File: src/rtl/ramp_conv_pkg.sv
// Shared types and sizing helpers for the ramp/comparator conversion controller.
package ramp_conv_pkg;

    typedef enum logic [2:0] {
        IDLE  = 3'd0,
        DISCH = 3'd1,
        RAMP  = 3'd2,
        ACCUM = 3'd3,
        DONE  = 3'd4
    } state_t;

    // Accumulator width that holds 2^avg_log2 full-scale samples without overflow.
    function automatic int unsigned acc_width(input int unsigned cnt_w, input int unsigned avg_log2);
        return cnt_w + avg_log2;
    endfunction

endpackage

File: src/rtl/cdc_sync_ff.sv
// Multi-flop single-bit synchronizer for an asynchronous input, reset to 0.
module cdc_sync_ff #(
    parameter int unsigned STAGES = 2
) (
    input  logic clk,
    input  logic rst,
    input  logic d,
    output logic q
);

    logic [STAGES-1:0] sync;

    // Shift the asynchronous input through the flop chain.
    always_ff @(posedge clk) begin
        if (rst) begin
            sync <= '0;
        end else begin
            sync <= {sync[STAGES-2:0], d};
        end
    end

    assign q = sync[STAGES-1];

endmodule

File: src/rtl/ramp_conv_ctrl.sv
// Sequences discharge/ramp conversions, averages 2^AVG_LOG2 counts and
// presents the result on a valid/ready interface.
module ramp_conv_ctrl #(
    parameter int unsigned CNT_W         = 5,
    parameter int unsigned AVG_LOG2      = 2,
    parameter int unsigned DISCHARGE_CYC = 4,
    parameter int unsigned SYNC_STAGES   = 2
) (
    input  logic             clk,
    input  logic             rst,
    input  logic             start,
    input  logic             cmp,
    output logic             discharge,
    output logic             busy,
    output logic [CNT_W-1:0] result,
    output logic             result_sat,
    output logic             result_valid,
    input  logic             result_ready
);

    import ramp_conv_pkg::*;

    localparam int unsigned ACC_W  = acc_width(CNT_W, AVG_LOG2);
    localparam int unsigned DISC_W = $clog2(DISCHARGE_CYC + 1);

    localparam logic [DISC_W-1:0]   DISC_LAST = DISC_W'(DISCHARGE_CYC - 1);
    localparam logic [CNT_W-1:0]    CNT_MAX   = {CNT_W{1'b1}};
    localparam logic [AVG_LOG2-1:0] IDX_LAST  = {AVG_LOG2{1'b1}};

    state_t              state_q, state_d;
    logic [CNT_W-1:0]    cnt_q, cnt_d;
    logic [DISC_W-1:0]   disc_cnt_q, disc_cnt_d;
    logic [AVG_LOG2-1:0] conv_idx_q, conv_idx_d;
    logic [ACC_W-1:0]    acc_q, acc_d;
    logic [CNT_W-1:0]    sample_q, sample_d;
    logic                sat_acc_q, sat_acc_d;
    logic                discharge_d, busy_d;
    logic [CNT_W-1:0]    result_d;
    logic                result_sat_d, result_valid_d;
    logic                cmp_s;

    cdc_sync_ff #(
        .STAGES(SYNC_STAGES)
    ) u_cmp_sync (
        .clk(clk),
        .rst(rst),
        .d  (cmp),
        .q  (cmp_s)
    );

    // State, datapath and output registers.
    always_ff @(posedge clk) begin
        if (rst) begin
            state_q      <= IDLE;
            cnt_q        <= '0;
            disc_cnt_q   <= '0;
            conv_idx_q   <= '0;
            acc_q        <= '0;
            sample_q     <= '0;
            sat_acc_q    <= 1'b0;
            discharge    <= 1'b1;
            busy         <= 1'b0;
            result       <= '0;
            result_sat   <= 1'b0;
            result_valid <= 1'b0;
        end else begin
            state_q      <= state_d;
            cnt_q        <= cnt_d;
            disc_cnt_q   <= disc_cnt_d;
            conv_idx_q   <= conv_idx_d;
            acc_q        <= acc_d;
            sample_q     <= sample_d;
            sat_acc_q    <= sat_acc_d;
            discharge    <= discharge_d;
            busy         <= busy_d;
            result       <= result_d;
            result_sat   <= result_sat_d;
            result_valid <= result_valid_d;
        end
    end

    // Next-state, datapath updates and next output values.
    always_comb begin
        state_d        = state_q;
        cnt_d          = cnt_q;
        disc_cnt_d     = disc_cnt_q;
        conv_idx_d     = conv_idx_q;
        acc_d          = acc_q;
        sample_d       = sample_q;
        sat_acc_d      = sat_acc_q;
        result_d       = result;
        result_sat_d   = result_sat;
        result_valid_d = result_valid & ~result_ready;

        case (state_q)
            IDLE: begin
                if (start && (!result_valid || result_ready)) begin
                    acc_d      = '0;
                    conv_idx_d = '0;
                    sat_acc_d  = 1'b0;
                    disc_cnt_d = '0;
                    state_d    = DISCH;
                end
            end
            DISCH: begin
                if (disc_cnt_q == DISC_LAST) begin
                    cnt_d   = '0;
                    state_d = RAMP;
                end else begin
                    disc_cnt_d = disc_cnt_q + 1'b1;
                end
            end
            RAMP: begin
                if (cmp_s) begin
                    sample_d = cnt_q;
                    state_d  = ACCUM;
                end else if (cnt_q == CNT_MAX) begin
                    sample_d  = CNT_MAX;
                    sat_acc_d = 1'b1;
                    state_d   = ACCUM;
                end else begin
                    cnt_d = cnt_q + 1'b1;
                end
            end
            ACCUM: begin
                acc_d = acc_q + ACC_W'(sample_q);
                if (conv_idx_q == IDX_LAST) begin
                    state_d = DONE;
                end else begin
                    conv_idx_d = conv_idx_q + 1'b1;
                    disc_cnt_d = '0;
                    state_d    = DISCH;
                end
            end
            DONE: begin
                result_d       = acc_q[ACC_W-1:AVG_LOG2];
                result_sat_d   = sat_acc_q;
                result_valid_d = 1'b1;
                state_d        = IDLE;
            end
            default: begin
                state_d = IDLE;
            end
        endcase

        // The ramp runs only in RAMP; every other state keeps it discharged.
        discharge_d = (state_d != RAMP);
        busy_d      = (state_d != IDLE);
    end

endmodule

File: config.mk
export PLATFORM = sky130hd
export DESIGN_NAME = ramp_conv_ctrl
export DESIGN_NICKNAME = d
export VERILOG_FILES = /design/src/rtl/ramp_conv_pkg.sv /design/src/rtl/cdc_sync_ff.sv /design/src/rtl/ramp_conv_ctrl.sv
export SDC_FILE = /design/constraint.sdc
export NUM_CORES = 1
export LEC_CHECK = 0
export ABC_AREA = 1
export ABC_CLOCK_PERIOD_IN_PS = 2800
export CORE_UTILIZATION = 52
export CTS_BUF_LIST = sky130_fd_sc_hd__clkbuf_4 sky130_fd_sc_hd__clkbuf_8
export DETAILED_ROUTE_END_ITERATION = 10
export PLACE_DENSITY_LB_ADDON = 0.15
export RECOVER_POWER = 50
export SLEW_MARGIN = 20
export SYNTH_ARGS = -nofsm -noshare
export SYNTH_HDL_FRONTEND = slang
export SYNTH_SLANG_ARGS = --single-unit
File: constraint.sdc
create_clock -name clk -period 2.8 [get_ports clk]
set_input_delay 0.42 -clock clk [delete_from_list [all_inputs] [get_ports clk]]
set_output_delay 0.42 -clock clk [all_outputs]
set_load 0.01 [all_outputs]
==> results of run 1 <==
## critical path, delay by kind of cell, from the launching register on
kind / cells / cell delay, ns
and+or+nand+nor: 7 / 1.43
buffers and inverters: 1 / 0.14
DFF: 1 / 0.34
## cells by family after synthesis
group	after synthesis
XOR/XNOR	2
adder cells (fa/ha/maj)	11
AO/OA/AOI/OAI	34
buffers and inverters	45
flip-flops	37
AND/OR/NAND/NOR	126
## metrics by stage
| step | hold slack (ns) | area, sq um | setup slack, ns | instances |
|---|---|---|---|---|
| 2_1_floorplan | 0.388 | 1810 | 1.36 | 255 |
| 3_3_place_gp | 0.392 | 1970 | 1.08 | 310 |
| 3_5_place_dp | 0.396 | 1970 | 1.03 | 310 |
| 4_1_cts | 0.412 | 2030 | 1.12 | 318 |
| 5_1_grt | 0.441 | 2010 | 0.579 | 318 |
| 6_report | 0.411 | 2010 | 0.798 | 318 |
## state kept, by name, summed over array words and instances, names as in the netlist
name             flops
result_valid         1
cnt_q                5
state_q              3
result_sat           1
u_cmp_sync.sync      2
sample_q             5
conv_idx_q           2
disc_cnt_q           3
discharge            1
busy                 1
result               5
acc_q                7
sat_acc_q            1
## power breakdown
part	leakage [nW]	total (mW)	switching (mW)	internal, mW
Clock	0.0354	0.271	0.166	0.105
Combinational	0.613	0.0663	0.0414	0.0248
Sequential	0.300	0.544	0.00661	0.537
## area by class of cell
| class | count | area [sq um] |
|---|---|---|
| Tap cell | 46 | 57.6 |
| Multi-Input combinational cell | 173 | 868 |
| Fill cell | 326 | 1330 |
| Sequential cell | 37 | 741 |
| Timing Repair Buffer | 14 | 134 |
| Inverter | 40 | 153 |
| Clock buffer | 6 | 45.0 |
| Clock inverter | 2 | 10.0 |
## metal layers
metal / wire, um / global-route usage, % / vias up
li1: - / - / 824
met1: 1690 / 26.5 / 653
met2: 1430 / 31.9 / 19
met3: 105 / 6.40 / 5
met4: 44 / 5.84 / 0
met5: 0 / 0 / -
## path summary, 6_finish.rpt
check | to | cells past startpoint | from
max | disc_cnt_q[1] | 8 | state_q[2]
min | u_cmp_sync.sync[1] | 2 | u_cmp_sync.sync[0]
max reg2reg | disc_cnt_q[1] | 8 | state_q[2]
min reg2reg | u_cmp_sync.sync[1] | 2 | u_cmp_sync.sync[0]
## layout by cell type, fill, tap and decap left out, drive strengths merged, types with 2 or more instances in the layout
master         count
dfxtp             37
nor2              38
a21oi             20
nand2             66
nand3b             2
nand3             16
clkdlybuf4s50     12
o21ai             13
nand4              2
clkinv             2
xnor2              2
clkbuf             7
ha                10
inv               40
==> results.cfg, run 1 <==
[setup_path]
cp-end-kind = flop
critPathKind = flop to flop
worst_path_max_delay_cell = nor2_1
path_max_fanout = 11
start_kind = flop
worstPathCellList = inv_1, nand2_2, nor2_1, nand2_1, nand3_1, nand2_1, nand2_1, nor2_1
crit_required_ns = 3.04
critPathMostFrequentCell = nand2_1
critPathArrivalTime_ns = 2.24
ff2ff_setup_slack_ns = 0.80
slowest_delay_ns = 0.68

[routing]
num_vias = 1501
drt_iter0_markers = 69
wl_um = 3270
drtAntennaViolNets = 0
firstDrtPassIters = 4
vias_per_cell = 4.72
wl_per_cell_um = 10.3
remaining_drc_errors = 0

[sta]
fin_crit_ns = 2.00
worstMarginPinSlew_ns = 0.895
finalSetupViolCount = 0
rsz0062_at_grt = no
slew-limit-headroom_pct = 40.1
fin_skew_ns = 0.00557
fmax_ghz = 0.500
finalMaxSlewViolations = 0
tns_ns = 0
hold_violations = 0
fin_crit_sh_pct = 71.5

[cells_and_area]
finish.utilization_pct = 60.2
drive_gt1_share_pct = 7.35
areaGrowthSynthToFinish_pct = 11.2
n_antenna_cell = 0
final_net_count = 287

[yosys]
synth.area.top_cells = dfxtp_1 41%, nand2_1 13%, inv_1 7.3%
synth.area.mux_share_pct = 0
synth_top_family_by_area = simple AND/OR/NAND/NOR gates
synth_top_area_share_pct = 41.0
syn_area_per_cell_sq_um = 7.08
synthXorXnorAreaFrac_pct = 0.970
synth_nets = 271
ys.flop_type = dfxtp_1
ys_types = 26
synth_compound_area_share_pct = 9.77
async_flop_share_pct = 0
synth_common_cells = 62 x nand2_1, 37 x dfxtp_1, 35 x inv_1, 35 x nor2_1, 19 x a21oi_1
synth_most_common_cell = nand2_1
synthSimpleGateAreaFrac_pct = 30.3
synth_area_leader_cell = dfxtp_1
synth_edf_count = 0
synth_seq_cells = 37
ys_warn_count = 0
netlist_area_sq_mm = 0.00181
synth_seq_area_share_pct = 41.0
synthAdderAreaFrac_pct = 8.04
syn_inst = 255

[floorplanning]
die_w_um = 60.9
rows = 21
coreArea_sq_mm = 0.00334
io_pins = 14
die-area_sq_mm = 0.00371
initial_core_util_pct = 54.1
die_h_um = 60.9

[run]
cap_viol_max_count = 0

[global_routing]
antenna_found_initial = 0
grt_max_degree = 21
grt_pass1_wl_um = 5460
grt_pass1_vias = 1239
gr-usage-all-layers_pct = 20.2
grt_remaining_overflow = 0

[power_and_ir_drop]
p_per_area_mw_per_mm2 = 439
total_power_mw = 0.881
vdd_ir_drop_max_uv = 237
power.leakage_nw = 0.948

[clock_tree]
clock_path_buffers = 2
ctsHoldBuffers = 0
post_cts.repair.setup_buffers = 0
htreeDepth = 2
numClockSinks = 37
ctsRootBufferMaster = clkbuf_4
path_clk_slew_ns = 0.11
cts_resized = 0
insertion_delay_ns = 0.33
numCtsBuffers = 5
cts_tree = done

[worst_hold_path]
hp-class = flop to flop

[placement]
place_congestion = 0.780
port_buffers = 13
dp_hpwl_um = 2390

[run_status]
outcome = finished, final reports clean
(Power assumes the default switching activity.)
==> run 2: changes to the inputs <==
- ABC_CLOCK_PERIOD_IN_PS: 2800 -> 1900
- clock period: 2.8 -> 1.9 ns (I/O delays scaled with it)
==> results.cfg, run 2 (synthesis gave the netlist of run 1 again) <==
[setup_path]
crit_required_ns = 2.17
critPathKind = flop to flop
cp-end-kind = flop
path_max_fanout = 11
start_kind = flop
worst_r2r_path_depth = 8
critPathArrivalTime_ns = 2.00

[sta]
rsz0062_at_grt = no
worst_slack_ns = 0.168
tns_ns = 0
worstMarginPinSlew_ns = 0.797
slew-limit-headroom_pct = 46.9
fin_crit_sh_pct = 91.2
fin_skew_ns = 0.0199
finalMaxSlewViolations = 0
fmax_ghz = 0.577
fin_crit_ns = 1.73
finalSetupViolCount = 0
hold_violations = 0

[power_and_ir_drop]
vdd_ir_drop_max_uv = 483
p_per_area_mw_per_mm2 = 658
power.leakage_nw = 0.941

[cells_and_area]
final_net_count = 287
stdcell_count = 318
largest_register_ffs = 7
n_antenna_cell = 0
final_cell_area_sq_mm = 0.00201
finish.utilization_pct = 60.1
areaGrowthSynthToFinish_pct = 11.2
drive_gt1_share_pct = 6.99
final_common_cell = nand2_1
largest_register = acc_q
final_cell_mix = 62 x nand2_1, 37 x inv_1, 37 x dfxtp_1

[placement]
port_buffers = 13
pre_cts_slack_ns = 0.200
dp_hpwl_um = 2460
placed_area_sq_mm = 0.00197
placed_cells = 310
place_congestion = 0.781

[routing]
firstDrtPassIters = 4
wl_per_cell_um = 10.9
drtAntennaViolNets = 0
drt_iter0_markers = 92
vias_per_cell = 4.78
wl_um = 3480
remaining_drc_errors = 0
num_vias = 1521

[floorplanning]
rows = 21
die-area_sq_mm = 0.00371
io_pins = 14
die_w_um = 60.9
die_h_um = 60.9
coreArea_sq_mm = 0.00334
initial_core_util_pct = 54.1

[global_routing]
grtUsageMet2_pct = 34.1
antenna_found_initial = 0
grt_pass1_vias = 1287
grt_max_degree = 21
grt_remaining_overflow = 0
met1_usage_pct = 26.6
gr-usage-all-layers_pct = 21.0
top_usage_layer = met2
grt_pass1_wl_um = 5620
grt_use_met3_pct = 4.48

[clock_tree]
cts_resized = 0
numClockSinks = 37
post_cts.repair.setup_buffers = 0
clock_path_buffers = 2
htreeDepth = 2
insertion_delay_ns = 0.36
ctsHoldBuffers = 0
numCtsBuffers = 5
ctsRootBufferMaster = clkbuf_4
path_clk_slew_ns = 0.13
cts_tree = done

[worst_hold_path]
whs_path_depth = 2
hp-class = flop to flop

[run]
cap_viol_max_count = 0

[run_status]
outcome = finished, final reports clean
run 2: changes by cell type in the layout (fill, tap and decap cells not counted):
cell,delta
a21oi_2,-1
clkbuf_4,-1
inv_1,+1
inv_2,-1
clkdlybuf4s50_1,-1
a21oi_1,+1
nor2_1,-1
nor2_2,+1
clkinvlp_4,+1
dlygate4sd3_1,+1
run 2: worst paths after layout:
check	startpoint	to	slack, ns
worst max register to register	state_q[2]	disc_cnt_q[2]	0.17
worst min-delay path	u_cmp_sync.sync[0]	u_cmp_sync.sync[1]	0.41
worst min register to register	u_cmp_sync.sync[0]	u_cmp_sync.sync[1]	0.41
worst max-delay path	state_q[2]	disc_cnt_q[2]	0.17
run 2: critical path, cell delays in order (launching register included):
cell     delay [ns]
dfxtp_1        0.34
inv_1          0.14
nand2_2        0.08
nor2_2         0.43
nand2_1        0.19
nand3_1        0.26
nand2_1        0.08
nand2_1        0.07
nor2_1         0.05
run 2: through the flow:
stage / total power, mW / hold slack [ns]
finish: 1.32 / 0.415
global route: 1.38 / 0.440
CTS: 1.34 / 0.418
detailed placement: 0.923 / 0.400
global placement: 0.923 / 0.390
floorplan: 0.890 / 0.388
run 2: power by group:
part / switching [mW] / internal [mW] / total, mW
combinational: 0.0629 / 0.0363 / 0.0992
clock: 0.281 / 0.140 / 0.421
sequential: 0.00977 / 0.792 / 0.801
run 2: final cells by class:
type | instances | area, sq um
clock buffers | 5 | 37.5
clock inverters | 3 | 17.5
fillers | 339 | 1330
inverters | 40 | 153
multi-input cells | 173 | 867
flip-flops and latches | 37 | 741
well taps | 46 | 57.6
repair buffers | 14 | 134
run 2: metal layers:
metal	wire length (um)	vias to the layer above
met3	124	7
met4	70	0
met5	0	-
li1	-	827
met2	1520	30
met1	1760	657
